[src/rtl/memtrace_lane_serializer.sv]
// Serializes a vector of memory-trace lanes onto a single request port, lowest lane first,
// while tracking outstanding requests against a fixed credit limit.
module memtrace_lane_serializer #(
    parameter int unsigned NUM_LANES       = 4,
    parameter int unsigned DATA_WIDTH      = 64,
    parameter int unsigned MASK_WIDTH      = 8,
    parameter int unsigned MAX_OUTSTANDING = 16,
    localparam int unsigned LANE_W = (NUM_LANES > 1) ? $clog2(NUM_LANES) : 1,
    localparam int unsigned OUT_W  = $clog2(MAX_OUTSTANDING + 1)
) (
    input  logic                             clock,
    input  logic                             reset,
    output logic                             in_ready,
    input  logic [NUM_LANES-1:0]             in_valid,
    input  logic [DATA_WIDTH*NUM_LANES-1:0]  in_address,
    input  logic [NUM_LANES-1:0]             in_is_store,
    input  logic [MASK_WIDTH*NUM_LANES-1:0]  in_store_mask,
    input  logic [DATA_WIDTH*NUM_LANES-1:0]  in_data,
    input  logic                             in_finished,
    output logic                             mem_req_valid,
    input  logic                             mem_req_ready,
    output logic [LANE_W-1:0]                mem_req_lane,
    output logic [DATA_WIDTH-1:0]            mem_req_address,
    output logic                             mem_req_is_store,
    output logic [MASK_WIDTH-1:0]            mem_req_mask,
    output logic [DATA_WIDTH-1:0]            mem_req_data,
    input  logic                             mem_resp_valid,
    output logic [OUT_W-1:0]                 outstanding,
    output logic [31:0]                      req_count,
    output logic                             finished,
    output logic                             resp_error
);

    typedef enum logic [1:0] {StIdle, StIssue, StDrain, StDone} state_e;

    state_e                 state_q, state_d;
    logic [NUM_LANES-1:0]   pending_q, pending_d;
    logic                   fin_seen_q, fin_seen_d;
    logic [OUT_W-1:0]       outstanding_q, outstanding_d;
    logic [31:0]            req_count_q;
    logic                   finished_q;
    logic                   resp_error_q, resp_error_set;

    logic [DATA_WIDTH-1:0]  addr_q [NUM_LANES];
    logic [DATA_WIDTH-1:0]  data_q [NUM_LANES];
    logic [MASK_WIDTH-1:0]  mask_q [NUM_LANES];
    logic [NUM_LANES-1:0]   store_q;

    logic [LANE_W-1:0]      issue_lane;
    logic                   latch_vec;
    logic                   handshake;

    // Reset gates the handshake outputs combinationally so nothing leaks while held.
    assign in_ready      = reset && (state_q == StIdle);
    assign mem_req_valid = reset && (state_q == StIssue) &&
                           (outstanding_q != OUT_W'(MAX_OUTSTANDING));
    assign handshake     = mem_req_valid && mem_req_ready;
    assign latch_vec     = in_ready && (|in_valid);

    always_comb begin
        issue_lane = '0;
        for (int i = NUM_LANES - 1; i >= 0; i--) begin
            if (pending_q[i]) begin
                issue_lane = LANE_W'(i);
            end
        end
    end

    assign mem_req_lane     = issue_lane;
    assign mem_req_address  = addr_q[issue_lane];
    assign mem_req_is_store = store_q[issue_lane];
    assign mem_req_mask     = mask_q[issue_lane];
    assign mem_req_data     = data_q[issue_lane];

    always_comb begin
        state_d    = state_q;
        pending_d  = pending_q;
        fin_seen_d = fin_seen_q;
        unique case (state_q)
            StIdle: begin
                if (|in_valid) begin
                    pending_d  = in_valid;
                    fin_seen_d = in_finished;
                    state_d    = StIssue;
                end else if (in_finished) begin
                    state_d = StDrain;
                end
            end
            StIssue: begin
                if (handshake) begin
                    pending_d[issue_lane] = 1'b0;
                    if (pending_d == '0) begin
                        state_d = fin_seen_q ? StDrain : StIdle;
                    end
                end
            end
            StDrain: begin
                if (outstanding_q == '0) begin
                    state_d = StDone;
                end
            end
            StDone: begin
                state_d = StDone;
            end
            default: begin
                state_d = StIdle;
            end
        endcase
    end

    // A response with nothing in flight is flagged and never underflows the counter.
    always_comb begin
        outstanding_d  = outstanding_q;
        resp_error_set = mem_resp_valid && (outstanding_q == '0);
        if (handshake && !mem_resp_valid) begin
            outstanding_d = outstanding_q + OUT_W'(1);
        end else if (mem_resp_valid && !handshake && (outstanding_q != '0)) begin
            outstanding_d = outstanding_q - OUT_W'(1);
        end
    end

    always_ff @(posedge clock) begin
        if (!reset) begin
            state_q       <= StIdle;
            pending_q     <= '0;
            fin_seen_q    <= 1'b0;
            outstanding_q <= '0;
            req_count_q   <= '0;
            finished_q    <= 1'b0;
            resp_error_q  <= 1'b0;
        end else begin
            state_q       <= state_d;
            pending_q     <= pending_d;
            fin_seen_q    <= fin_seen_d;
            outstanding_q <= outstanding_d;
            if (handshake) begin
                req_count_q <= req_count_q + 32'd1;
            end
            finished_q    <= finished_q | (state_d == StDone);
            resp_error_q  <= resp_error_q | resp_error_set;
        end
    end

    always_ff @(posedge clock) begin
        if (latch_vec) begin
            for (int g = 0; g < NUM_LANES; g++) begin
                addr_q[g]  <= in_address[g*DATA_WIDTH +: DATA_WIDTH];
                data_q[g]  <= in_data[g*DATA_WIDTH +: DATA_WIDTH];
                mask_q[g]  <= in_store_mask[g*MASK_WIDTH +: MASK_WIDTH];
                store_q[g] <= in_is_store[g];
            end
        end
    end

    assign outstanding = outstanding_q;
    assign req_count   = req_count_q;
    assign finished    = finished_q;
    assign resp_error  = resp_error_q;

endmodule

[config.mk]
export PLATFORM = sky130hd
export DESIGN_NAME = memtrace_lane_serializer
export DESIGN_NICKNAME = d
export VERILOG_FILES = /design/src/rtl/memtrace_lane_serializer.sv
export SDC_FILE = /design/constraint.sdc
export NUM_CORES = 1
export LEC_CHECK = 0
export ABC_AREA = 1
export ABC_CLOCK_PERIOD_IN_PS = 31700
export BUFFER_PORTS_ARGS = -buffer_cell sky130_fd_sc_hd__buf_4
export CORE_AREA = 4 4 287 289
export DETAILED_ROUTE_END_ITERATION = 10
export DIE_AREA = 0 0 291 293
export PLACE_DENSITY_LB_ADDON = 0.3
export SKIP_CTS_REPAIR_TIMING = 1
export SYNTH_ARGS = -nofsm -noshare
export SYNTH_HDL_FRONTEND = slang
export SYNTH_SLANG_ARGS = --single-unit
[constraint.sdc]
create_clock -name clock -period 31.7 [get_ports clock]
set_input_delay 3.17 -clock clock [delete_from_list [all_inputs] [get_ports clock]]
set_output_delay 3.17 -clock clock [all_outputs]
set_load 0.01 [all_outputs]
==> impl_metrics.yaml <==
critical_path:
  critPathArrivalTime_ps: 4380
  crit_fanout: 104
  critPathRequiredTime_ps: 28530
  reg2reg_to: "addr_q[2][19]$_DFFE_PP_"
  cp-start-kind: "register"
  reg2reg_from: "state_q[0]$_SDFF_PN0_"
  endpoint_kind: "primary output"
  worst-setup-path-type: "register to primary output"
  r2r_slack_ps: 28060
  ff2ff_path_depth: 5
synthesis:
  synth_flop_cell: "edfxtp_1"
  synth_area_leaders: "edfxtp_1 71%, nand3_1 6.4%, o211ai_1 4.5%"
  synth_top_area_cell: "edfxtp_1"
  synthMuxAreaShare: 0
  ys_warn_count: 0
  ys_seq_area_frac: 0.748
  yosys-top-cells-count: "548 x edfxtp_1, 299 x nand3_1, 227 x nor2_1"
  synth_compound_area_frac: 0.0862
  synth-seq-cells: 594
  synth.most_common_cell: "edfxtp_1"
  async_flop_share: 0
  syn_inst: 1780
  yosys.area_share.simple: 0.132
  synth_edf_count: 548
  synth_cell_types: 41
  synth_top_family_by_area: "simple AND/OR/NAND/NOR gates"
  yosysTopAreaCellShare: 0.708
  syn_avg_cell_area_um2: 13.1
  syn_nets: 2342
  synth_fa_ha_area_frac: 0.00301
  syn_area_mm2: 0.0232
  synth-xor-area-share: 0.00151
timing:
  finalCriticalPeriod_ps: 7550
  fmax_ghz: 0.133
  max_slew.worst_pin.slew_ps: 1270
  post-route-period-util: 0.238
  slew_headroom: 0.154
  drv_slew: 0
  setup_violations: 0
  skew_ps: 46.4
  fin_hold_ws_ps: 467
  worst_slack_ps: 24150
  finalSetupTns_ps: 0
  rsz0062_at_grt: "false"
  hold_viol_final: 0
flow_run:
  max_cap_violations: 0
routing:
  drt-vias-per-instance: 4.89
  firstDrtPassIters: 5
  ant_nets: 0
  wl_um: 80300
  drt_iter0_drc: 1302
  wl_per_cell_um: 22.2
  drc: 0
  vias: 17700
pwr:
  ir_worst_vdd_mv: 0.0497
  power.density_mw_per_mm2: 67.4
  clkPwrFrac: 0.366
  power.switching_mw: 0.613
  p_leak_nw: 11.8
  p_comb_frac: 0.200
  p_seq_frac: 0.434
  swShare: 0.283
  power.internal_mw: 1.55
  p_total_mw: 2.17
global_route:
  grt_overflow: 0
  antenna_found_initial: 18
  grt_pass1_vias: 18300
  grt_max_degree: 186
  gr-usage-all-layers: 0.180
  grt_pass1_wl_um: 117000
clock_tree:
  clkTransAtPathRegs_ps: 60
  root_buffer: "clkbuf_16"
  insertion_delay_ps: 610
  cts_buffer_depth: 3
  cts_htree_levels: 3
  cts_tree: "done"
  tritoncts.num_buffers: 69
  cts_sinks: 594
cells_and_area:
  nFillCells: 7569
  final_layout_size_suffix_gt1_frac: 0.339
  fin_nets: 3051
  syn2layout_area_growth_pct: 38.2
min_path:
  whs_endpoint: "fin_seen_q$_SDFFE_PN0P_"
  min_path_cells: 2
  worstHoldStart: "fin_seen_q$_SDFFE_PN0P_"
  min_path_type: "register to register"
floorplan:
  std_cell_rows: 104
  dieArea_mm2: 0.0853
  fp.dieH_um: 293
  fp.dieW_um: 291
  io_pins: 737
  start_util: 0.291
  core_area_mm2: 0.0799
place:
  io_buffers: 736
  place_ws_ps: 24310
  gp_congestion: 0.863
  dp_hpwl_um: 55300
run_status:
  status: "finished, final reports clean"
worst max-delay path, cell delays in order, from the launching register on:
cell      delay, ps
dfxtp_1         350
nor2_1          230
o21ai_4         120
inv_8           360
buf_4           900
buf_4           800
nand3_1         150
o211ai_1        210
buf_4           190
worst max path at each step:
stage	start	cells after the start	slack (ps)	to
6_report	pending_q[0]$_SDFFE_PN0P_	8	24150	mem_req_data[6]
2_1_floorplan	reset	3	4080	addr_q[0][0]$_DFFE_PP_
3_5_place_dp	reset	6	24310	mem_req_valid
5_1_grt	pending_q[0]$_SDFFE_PN0P_	8	23880	mem_req_data[6]
3_3_place_gp	reset	6	24280	mem_req_valid
4_1_cts	pending_q[0]$_SDFFE_PN0P_	8	24180	mem_req_data[6]
kinds of logic after synthesis:
family,after synthesis
AO/OA/AOI/OAI,327
XOR/XNOR,4
adder cells (fa/ha/maj),5
buffers and inverters,166
flip-flops,594
AND/OR/NAND/NOR,684
metrics by stage:
step	util	std cells	area (um^2)
detailed placement	0.373	3478	29800
finish	0.402	3616	32100
floorplan	-	1780	23200
CTS	0.402	3603	32100
global placement	0.373	3478	29800
global route	0.402	3614	32100
cells in the final DEF (no fill, tap or decap), types with 12 or more instances in the layout:
cell	count
a21oi_1	32
nor2_1	226
diode_2	13
inv_1	48
o211ai_1	138
nand2_1	128
clkbuf_1	20
buf_4	749
clkbuf_16	70
nand3_1	299
dfxtp_1	46
clkinv_1	12
o21ai_0	148
edfxtp_1	548
registers in the layout (all words and copies together) (netlist names):
| register | cells |
|---|---|
| mask_q | 32 |
| outstanding | 5 |
| resp_error | 1 |
| fin_seen_q | 1 |
| data_q | 256 |
| req_count | 32 |
| pending_q | 4 |
| store_q | 4 |
| state_q | 2 |
| finished | 1 |
| addr_q | 256 |
routing by layer:
layer	up-vias	wire length, um	GRT usage
li1	8050	-	-
met1	8698	30300	0.213
met2	776	40300	0.312
met3	145	6690	0.0528
met4	8	2940	0.0679
met5	-	56	0
power by group through the flow:
stage                     Combinational (mW)  Sequential, mW  Clock, mW
after detailed placement               0.440           0.956          0
after global placement                 0.435           0.955          0
after floorplan                        0.199           0.998          0
final                                  0.434           0.940      0.793
after CTS                              0.441           0.940      0.813
after global routing                   0.467           0.944      0.849
layout make-up:
cell class	instances	area, um^2	share of cell area
inverter	52	208	0.00647
sequential	594	17400	0.541
antenna	13	32.5	0.00101
multi-input combinational	1020	5210	0.162
clock buffer	91	1840	0.0573
timing repair buffer	752	5680	0.177
clock inverter	34	445	0.0139
tap	1060	1330	0.0413
Power figures use the tool's default switching activity.
